## config.mk

```make
export PLATFORM = sky130hd
export DESIGN_NAME = fifo_frame_reader_flat
export DESIGN_NICKNAME = d
export VERILOG_FILES = /design/src/rtl/fifo_frame_reader_if.sv /design/src/rtl/fifo_frame_reader.sv /design/src/flat_wrapper.sv
export SDC_FILE = /design/constraint.sdc
export NUM_CORES = 1
export LEC_CHECK = 0
export BUFFER_PORTS_ARGS = -buffer_cell sky130_fd_sc_hd__buf_2
export CAP_MARGIN = 25
export CORE_UTILIZATION = 55
export DETAILED_ROUTE_END_ITERATION = 8
export PLACE_DENSITY = 0.78
export SETUP_SLACK_MARGIN = 0.15
export SYNTH_ARGS = -nofsm -noshare
export SYNTH_HDL_FRONTEND = slang
export SYNTH_SLANG_ARGS = --single-unit
```

## constraint.sdc

```tcl
create_clock -name rd_clk -period 3.61 [get_ports rd_clk]
set_input_delay 0.361 -clock rd_clk [delete_from_list [all_inputs] [get_ports rd_clk]]
set_output_delay 0.361 -clock rd_clk [all_outputs]
set_load 0.1 [all_outputs]
```

## src/rtl/fifo_frame_reader_if.sv

```systemverilog
// Read-side FIFO handshake plus framed payload stream for fifo_frame_reader.
// master is the frame reader itself; slave is the FIFO/downstream environment.
interface fifo_frame_reader_if #(
    parameter int DATA_LEN  = 16,
    parameter int CNT_WIDTH = 16
);
    logic                 fifo_empty;
    logic [DATA_LEN-1:0]  fifo_data;
    logic                 fifo_read_en;
    logic [DATA_LEN-1:0]  out_data;
    logic                 out_valid;
    logic                 out_last;
    logic                 out_ready;
    logic                 frame_err;
    logic [CNT_WIDTH-1:0] frame_count;

    modport master (
        input  fifo_empty, fifo_data, out_ready,
        output fifo_read_en, out_data, out_valid, out_last, frame_err, frame_count
    );

    modport slave (
        output fifo_empty, fifo_data, out_ready,
        input  fifo_read_en, out_data, out_valid, out_last, frame_err, frame_count
    );
endinterface

```

## src/rtl/fifo_frame_reader.sv

```systemverilog
// Drains async_fifo's read side, strips a tag/length header per frame and emits the
// payload on a valid/ready stream with out_last, counting frames and flagging bad headers.
module fifo_frame_reader #(
    parameter int          DATA_LEN  = 16,
    parameter logic [7:0]  HDR_TAG   = 8'hA5,
    parameter int          MAX_LEN   = 255,
    parameter int          CNT_WIDTH = 16
) (
    input  logic                rd_clk,
    input  logic                reset_n,
    fifo_frame_reader_if.master bus
);

    typedef enum logic {HUNT, PAYLOAD} state_t;

    localparam logic [7:0] MAX_LEN_B = 8'(MAX_LEN);

    state_t               state_q;
    logic [7:0]           cnt_q;
    logic [1:0]           occ_q;
    logic                 inflight_q;
    logic                 frame_err_q;
    logic [CNT_WIDTH-1:0] frame_count_q;
    logic [DATA_LEN-1:0]  head_q;
    logic [DATA_LEN-1:0]  tail_q;

    logic       has_head;
    logic       out_valid_c;
    logic       pop;
    logic [1:0] level;
    logic [1:0] wr_slot;
    logic       read_en;
    logic       hdr_ok;

    // NOTE: every always_comb output gets a default first so no path leaves it unassigned (no latch).
    always_comb begin
        has_head    = 1'b0;
        out_valid_c = 1'b0;
        pop         = 1'b0;
        level       = 2'd0;
        wr_slot     = 2'd0;
        read_en     = 1'b0;
        hdr_ok      = 1'b0;

        has_head    = (occ_q != 2'd0);
        out_valid_c = (state_q == PAYLOAD) && has_head;
        // In HUNT the header is swallowed internally; in PAYLOAD only a handshake frees the head.
        pop         = (state_q == HUNT) ? has_head : (out_valid_c && bus.out_ready);
        level       = occ_q + {1'b0, inflight_q} - {1'b0, pop};
        wr_slot     = occ_q - {1'b0, pop};
        read_en     = reset_n && !bus.fifo_empty && (level < 2'd2);
        hdr_ok      = (head_q[DATA_LEN-1 -: 8] == HDR_TAG) &&
                      (head_q[7:0] != 8'd0) && (head_q[7:0] <= MAX_LEN_B);
    end

    assign bus.fifo_read_en = read_en;
    assign bus.out_valid    = out_valid_c;
    assign bus.out_data     = out_valid_c ? head_q : '0;
    assign bus.out_last     = out_valid_c && (cnt_q == 8'd1);
    assign bus.frame_err    = frame_err_q;
    assign bus.frame_count  = frame_count_q;

    // NOTE: skid data registers are not reset; occ_q qualifies them and out_data is gated by out_valid.
    always_ff @(posedge rd_clk) begin
        if (pop) begin
            head_q <= tail_q;
        end
        // The returned word lands after the shift, so a later write to head_q wins on push+pop.
        if (inflight_q) begin
            if (wr_slot == 2'd0) begin
                head_q <= bus.fifo_data;
            end else begin
                tail_q <= bus.fifo_data;
            end
        end
    end

    // NOTE: sequential state uses non-blocking assignments only, so every register sees pre-edge values.
    always_ff @(posedge rd_clk) begin
        if (!reset_n) begin
            state_q       <= HUNT;
            cnt_q         <= 8'd0;
            occ_q         <= 2'd0;
            inflight_q    <= 1'b0;
            frame_err_q   <= 1'b0;
            frame_count_q <= '0;
        end else begin
            occ_q       <= level;
            inflight_q  <= read_en;
            frame_err_q <= 1'b0;
            case (state_q)
                HUNT: begin
                    if (has_head) begin
                        if (hdr_ok) begin
                            cnt_q   <= head_q[7:0];
                            state_q <= PAYLOAD;
                        end else begin
                            frame_err_q <= 1'b1;
                        end
                    end
                end
                PAYLOAD: begin
                    if (pop) begin
                        cnt_q <= cnt_q - 8'd1;
                        if (cnt_q == 8'd1) begin
                            frame_count_q <= frame_count_q + 1'b1;
                            state_q       <= HUNT;
                        end
                    end
                end
                default: state_q <= HUNT;
            endcase
        end
    end

endmodule

```

## src/flat_wrapper.sv

```systemverilog
// flat-port wrapper written by rule: the top's interface ports become plain ports
module fifo_frame_reader_flat 
#(
    parameter int          DATA_LEN  = 16,
    parameter logic [7:0]  HDR_TAG   = 8'hA5,
    parameter int          MAX_LEN   = 255,
    parameter int          CNT_WIDTH = 16
)
  (rd_clk, reset_n, bus_fifo_empty, bus_fifo_data, bus_out_ready, bus_fifo_read_en, bus_out_data, bus_out_valid, bus_out_last, bus_frame_err, bus_frame_count);
  fifo_frame_reader_if #(.DATA_LEN(DATA_LEN), .CNT_WIDTH(CNT_WIDTH)) bus_i ();
  input  logic rd_clk;
  input  logic reset_n;
  input wire logic [$bits(bus_i.fifo_empty)-1:0] bus_fifo_empty;
  input wire logic [$bits(bus_i.fifo_data)-1:0] bus_fifo_data;
  input wire logic [$bits(bus_i.out_ready)-1:0] bus_out_ready;
  output wire logic [$bits(bus_i.fifo_read_en)-1:0] bus_fifo_read_en;
  output wire logic [$bits(bus_i.out_data)-1:0] bus_out_data;
  output wire logic [$bits(bus_i.out_valid)-1:0] bus_out_valid;
  output wire logic [$bits(bus_i.out_last)-1:0] bus_out_last;
  output wire logic [$bits(bus_i.frame_err)-1:0] bus_frame_err;
  output wire logic [$bits(bus_i.frame_count)-1:0] bus_frame_count;
  assign bus_i.fifo_empty = bus_fifo_empty;
  assign bus_i.fifo_data = bus_fifo_data;
  assign bus_i.out_ready = bus_out_ready;
  assign bus_fifo_read_en = bus_i.fifo_read_en;
  assign bus_out_data = bus_i.out_data;
  assign bus_out_valid = bus_i.out_valid;
  assign bus_out_last = bus_i.out_last;
  assign bus_frame_err = bus_i.frame_err;
  assign bus_frame_count = bus_i.frame_count;
  fifo_frame_reader #(.DATA_LEN(DATA_LEN), .HDR_TAG(HDR_TAG), .MAX_LEN(MAX_LEN), .CNT_WIDTH(CNT_WIDTH)) u_core (.rd_clk(rd_clk), .reset_n(reset_n), .bus(bus_i));
endmodule
```

# Word level (Yosys, flattened, before mapping)
# Cells that the tools add are included.
[totals]
inputBits = 20
wordCells = 54
out_inout_bits = 36
reg_bits = 61
[classes]
mux = 15
bitwise = 4
eq_ne = 5
reduce_logical = 15
n_addsub = 5
order_cmp = 2
[op_table]
columns = ["op", "n"]
rows = [
  ["$mux W16", 4],
  ["$mux W8", 3],
  ["$add A16 B1 Y16 const B", 1],
  ["$pmux W8 S2", 1],
  ["$eq A8 B1 Y1 const B", 1],
  ["$eq A8 B8 Y1 const B", 1],
  ["$le A8 B8 Y1 const B", 1],
  ["$reduce_bool A8 Y1", 1],
  ["$sub A8 B1 Y8 const B", 1],
  ["$logic_and A1 B1 Y1", 7],
  ["$mux W1", 6],
  ["$reduce_and A3 Y1", 2],
  ["$ne A2 B1 Y1 const B", 2],
  ["$not A1 Y1", 4],
  ["$sub A2 B1 Y2", 2],
  ["$reduce_or A3 Y1", 1],
  ["$add A2 B1 Y2", 1],
  ["$logic_not A2 Y1", 1],
  ["$lt A2 B2 Y1 const B", 1],
  ["$ne A2 B2 Y1 const B", 1],
  ["$pmux W1 S2", 1],
  ["$reduce_and A2 Y1", 1],
  ["$reduce_bool A2 Y1", 1],
  ["$logic_not A1 Y1", 1],
]

# Depth between registers and ports, before layout
[depth]
ltp_word = 8
mapped_depth = 9

# Worst setup path after synthesis
# No wires, ideal clock.
[synth_path]
path_type = "register to output"
from = "register u_core.occ_q[1]"
to = "output port bus_fifo_read_en"
path_stages_with_launch = 9
t_arrival_ps = 3620
setup_slack_ps = -371
n_path_buf = 1
path_cell_list = "dfxtp_1 > nor2_1 > nor2_1 > buf_2 > ha_1 > inv_1 > ha_1 > xnor2_1 > nor3_1"
[synth_via]
elab_chain_cells = 7
elab_cells_between_ends = 8
cone_classes = "add/sub (2); order compare (1); mux (1); reduce/logical (4)"
[synth_rtl]
columns = ["element", "line_no", "source"]
rows = [
  ["start, declared", "fifo_frame_reader.sv:20", "logic [1:0] occ_q;"],
  ["start signal, assigned", "fifo_frame_reader.sv:88", "occ_q <= level;"],
  ["$reduce_bool A2 Y1", "fifo_frame_reader.sv:45", "has_head = (occ_q != 2'd0);"],
  ["$logic_and A1 B1 Y1", "fifo_frame_reader.sv:46", "out_valid_c = (state_q == PAYLOAD) && has_head;"],
  ["$logic_and A1 B1 Y1", "fifo_frame_reader.sv:48", "pop = (state_q == HUNT) ? has_head : (out_valid_c && bus.out_ready);"],
  ["$mux W1", "fifo_frame_reader.sv:48", ""],
  ["$sub A2 B1 Y2 (*)", "fifo_frame_reader.sv:49", "level = occ_q + {1'b0, inflight_q} - {1'b0, pop};"],
  ["$lt A2 B2 Y1 (*)", "fifo_frame_reader.sv:51", "read_en = reset_n && !bus.fifo_empty && (level < 2'd2);"],
  ["$logic_and A1 B1 Y1 (*)", "fifo_frame_reader.sv:51", ""],
  ["end, declared", "flat_wrapper.sv:16", "output wire logic [$bits(bus_i.fifo_read_en)-1:0] bus_fifo_read_en;"],
]
# Every way passes the cells marked *; elsewhere a longest branch is shown, timed or not.

# Final worst setup path
[layout_path]
from = "register u_core.state_q"
to = "output port bus_fifo_read_en"
[layout_via]
elab_chain_cells = 6
[layout_rtl]
columns = ["element", "line_no", "source"]
rows = [
  ["start, declared", "fifo_frame_reader.sv:18", "state_t state_q;"],
  ["start signal, assigned", "fifo_frame_reader.sv:81", "state_q <= HUNT;"],
  ["start signal, assigned", "fifo_frame_reader.sv:96", "state_q <= PAYLOAD;"],
  ["start signal, assigned", "fifo_frame_reader.sv:107", "state_q <= HUNT;"],
  ["$logic_and A1 B1 Y1", "fifo_frame_reader.sv:46", ""],
  ["$logic_and A1 B1 Y1", "fifo_frame_reader.sv:48", ""],
  ["$mux W1 (*)", "fifo_frame_reader.sv:48", ""],
  ["$sub A2 B1 Y2 (*)", "fifo_frame_reader.sv:49", ""],
  ["$lt A2 B2 Y1 (*)", "fifo_frame_reader.sv:51", ""],
  ["$logic_and A1 B1 Y1 (*)", "fifo_frame_reader.sv:51", ""],
]
# Marked as above.

==> results summary <==
The number of distinct standard cells referenced by the synthesized netlist came out at 48. The slew at the pin with the worst max-slew slack is 654 ps. The hold violation count in the final report is 0. The die area came out at 5640 um2. The sink count of the clock tree is 61. The width of the chip came out at 75.1 um. The critical path in this run is classified as flop to primary output.

In this run the standard cell core region covers 5140 um2. The number of ports placed on the die boundary is 56. The worst setup path is captured at a primary output. After synthesis, the cell types taking the most area are sky130_fd_sc_hd__dfxtp_1, sky130_fd_sc_hd__edfxtp_1, sky130_fd_sc_hd__mux2i_1. The required time of the critical path came out at 3250 ps. The worst-path cell with the longest stage delay is sky130_fd_sc_hd__dfxtp_1. After detailed routing, the number of vias per cell comes to 5.75.

The count of standard-cell rows came out at 26. The reported max-cap violation count is 0. The number of antenna violations at the first check in global routing was 0. The post-route DRC violation count came out at 0. The post-CTS setup repair buffer count came out at 0. For this run, the slowest stage of the critical path takes 740 ps. The worst pin sits at a relative slew slack of 0.563. The count of antenna diodes in the layout came out at 0. The part of the cycle the worst path needs came out at 0.845. The final RePlAce weighted congestion came out at 0.800.

The library cell occupying the most area in the post-synthesis netlist is sky130_fd_sc_hd__dfxtp_1. Setup repair after global routing left no endpoint under its margin. The maximum vdd drop came out at 0.000670 V. The detailed-router iteration count before antenna repair came out at 4. The total length of routed wires came out at 6340 um. The worst-case clock buffer depth is 2. The shortest clock period the worst path allows after layout came out at 3050 ps. For this configuration, the core starts out at a cell density of 0.571. The worst hold path terminates at u_core.inflight_q. The routed wire length per instance is 14.7 um. After clock tree synthesis, the repair step resized 0 gates.

The timing-limited maximum frequency is 0.328 GHz. Across all layers, the routed design uses 2,483 vias. The number of cells on the worst reg-to-reg path is 6. Adding up every negative setup slack in the final design gives 0 ps. The sum of overflow across all layers after global routing came out at 0. Each instance of the synthesized netlist takes up on average 9.69 um2. The number of nets in the synthesized netlist is 328. The first-pass GRT wire length is 9840 um.

The total count of max-transition violations in the final report is 0. The standby leakage power is 1.44 nW. TritonCTS built the clock tree.

The startpoint identified for the worst register-to-register timing path is u_core.state_q. The total of endpoints with negative setup slack in the final report came out at 0. The final net count came out at 382. The root buffer cell chosen for the clock tree is sky130_fd_sc_hd__clkbuf_8. The share of synthesized registers carrying an async set or reset is 0. The maximum net fanout on the critical path came out at 22. Clock tree synthesis inserted a total of 9 buffers.

The synthesized design contains 16 enable-type register cells. The area of the mapped netlist came out at 2940 um2. The number of levels the H-tree was split into came out at 3. The number of hold buffers added after CTS was 0. The worst hold path passes through 2 cells.

Summing all flip-flop and latch instances after layout gives 1380 um2. The start point of the worst hold path is bus_fifo_empty. Traced cell by cell, the critical path runs through nor2b_1 > nor2_2 > ha_1 > inv_1 > ha_1 > xnor2_1 > nor3_2 > buf_2. The share of the synthesized area in the top cell type is 0.307. The sequential area share after synthesis came out at 0.470.

The most used flip-flop cell after synthesis is sky130_fd_sc_hd__dfxtp_1. In the synthesized netlist, the number of instances is 303. The multi-input combinational cell area came out at 1460 um2. Between clock sinks in the finished design, the worst skew comes to 4.85 ps. The number of port buffers came out at 55. The via count of the first global-routing pass is 2,151. The HPWL reported at the end of detailed placement is 4180 um. The insertion delay to the later sink of the worst-skew pair came out at 340 ps. The DRC violation total after the first TritonRoute iteration is 214.

The clock transition at the registers of the reported paths came out at 70 ps. STA classifies the critical path startpoint as a flop. For the worst setup path, the data arrival time is 2690 ps. Once detail routing completed, the nets flagged for antenna violations numbered 0. The min-delay analysis places its worst path in the category primary input to flop. The number of synthesis warnings came out at 0.

The overall track demand over capacity in global routing is 0.236. The power per standard cell area is 662 nW/um2. The synthesized design contains 61 register bits. From bottom edge to top edge, the die measures 75.1 um. The fill cell instance count of the final layout came out at 437.

The area growth from synthesis to layout is 19.4%. In this run the critical register-to-register path is captured at u_core.bus.frame_count[6]. The cell with the most instances on the worst path is sky130_fd_sc_hd__ha_1. The run finished with clean final reports. Once layout is complete, the utilization of the core stands at 0.682.

In the final layout, the share of cells above drive strength 1 is 0.224. The maximum number of pins on one net before global-route repair came out at 34. The reg-to-reg setup timing slack came out at 960 ps.
-- Yosys cell counts (2+ instances only) --
| library cell | instances |
|---|---|
| sky130_fd_sc_hd__xnor2_1 | 2 |
| sky130_fd_sc_hd__and4_1 | 2 |
| sky130_fd_sc_hd__buf_1 | 2 |
| sky130_fd_sc_hd__o21a_1 | 2 |
| sky130_fd_sc_hd__nand4_1 | 5 |
| sky130_fd_sc_hd__o21ai_0 | 6 |
| sky130_fd_sc_hd__a211oi_1 | 2 |
| sky130_fd_sc_hd__ha_1 | 5 |
| sky130_fd_sc_hd__and2_1 | 20 |
| sky130_fd_sc_hd__dfxtp_1 | 45 |
| sky130_fd_sc_hd__a21oi_1 | 25 |
| sky130_fd_sc_hd__nor4bb_1 | 2 |
| sky130_fd_sc_hd__o211ai_1 | 6 |
| sky130_fd_sc_hd__nand2_1 | 15 |
| sky130_fd_sc_hd__a32o_1 | 4 |
| sky130_fd_sc_hd__or4_1 | 7 |
| sky130_fd_sc_hd__o31ai_1 | 4 |
| sky130_fd_sc_hd__o41ai_1 | 6 |
| sky130_fd_sc_hd__nor2_1 | 21 |
| sky130_fd_sc_hd__clkbuf_1 | 12 |
| sky130_fd_sc_hd__nand3_1 | 10 |
| sky130_fd_sc_hd__nor2b_1 | 3 |
| sky130_fd_sc_hd__inv_1 | 7 |
| sky130_fd_sc_hd__buf_2 | 3 |
| sky130_fd_sc_hd__o311ai_0 | 5 |
| sky130_fd_sc_hd__nand2b_1 | 15 |
| sky130_fd_sc_hd__nor3_1 | 3 |
| sky130_fd_sc_hd__mux2i_1 | 23 |
| sky130_fd_sc_hd__edfxtp_1 | 16 |
| sky130_fd_sc_hd__nor4_1 | 7 |
-- through the flow --
stage	cells	hold WS, ps	setup slack [ps]	instance area [um2]	total power, mW
after floorplan	303	438	484	2940	1.47
after global placement	416	448	980	3280	1.59
after detailed placement	416	473	933	3280	1.62
after CTS	432	196	546	3510	2.33
after global routing	432	200	372	3510	2.44
final	432	208	559	3510	2.32
-- worst max-delay path: cells and delay by family (launching register included) --
kind | cells | cell delay [ps]
xor gates and xnor gates | 1 | 170
and+or+nand+nor | 3 | 460
buffers and inverters | 2 | 490
adders and majority gates | 2 | 500
DFF | 1 | 740
-- cell type report --
| class | instances | area share |
|---|---|---|
| flip-flops and latches | 61 | 0.394 |
| well taps | 70 | 0.0250 |
| multi-input cells | 217 | 0.417 |
| clock buffers | 10 | 0.0364 |
| repair buffers | 61 | 0.0914 |
| clock inverters | 6 | 0.0289 |
| inverters | 7 | 0.00749 |
-- power by group --
part           internal [mW]  switching [mW]
clock                  0.452           0.267
sequential             0.875           0.106
combinational          0.263           0.358
-- kinds of logic (layout without fill, tap and decap cells) --
| logic type | Yosys count | in the layout | share of synthesized area |
|---|---|---|---|
| xor+xnor | 2 | 2 | 0.00597 |
| compound gates | 69 | 69 | 0.162 |
| fa+ha+maj | 5 | 5 | 0.0213 |
| buf+inv | 25 | 84 | 0.0345 |
| flops | 61 | 61 | 0.470 |
| simple gates | 118 | 118 | 0.227 |
| mux | 23 | 23 | 0.0784 |
-- layout by cell type, fill, tap and decap left out, drive strengths merged, types with 3 or more instances in the layout --
cell type and count:
edfxtp 16, nand4 5, or4 7, o311ai 5, and2 20, a32o 4, o211ai 6, clkinv 3
o31ai 4, inv 7, mux2i 23, o41ai 6, nor2 21, nor4 7, a21oi 25, nor2b 3
nand3 10, buf 61, nand2b 15, clkbuf 10, o21ai 7, bufinv 3, nor3 3, ha 5
dfxtp 45, nand2 15
-- how the worst max path moves through the flow --
stage                  endpoint            start  slack (ps)
6_report       bus_fifo_read_en   u_core.state_q         560
5_1_grt        bus_fifo_read_en   u_core.state_q         370
4_1_cts        bus_fifo_read_en   u_core.state_q         550
3_5_place_dp   bus_fifo_read_en   u_core.state_q         930
3_3_place_gp   bus_fifo_read_en   u_core.state_q         980
2_1_floorplan  bus_fifo_read_en  u_core.occ_q[1]         480
-- per-layer routing --
metal  wire length [um]  vias to the layer above  global-route usage
met1               2960                     1158               0.314
li1                   -                     1251                   -
met4                 85                        0               0.134
met2               2980                       65               0.354
met3                323                        9              0.0535
met5                  0                        -                   0
-- state kept, by name, summed over array words and instances (netlist names) --
signal / flops
u_core.bus.frame_count: 16
u_core.bus.frame_err: 1
u_core.cnt_q: 8
u_core.head_q: 16
u_core.inflight_q: 1
u_core.occ_q: 2
u_core.state_q: 1
u_core.tail_q: 16
(Power assumes the default switching activity.)
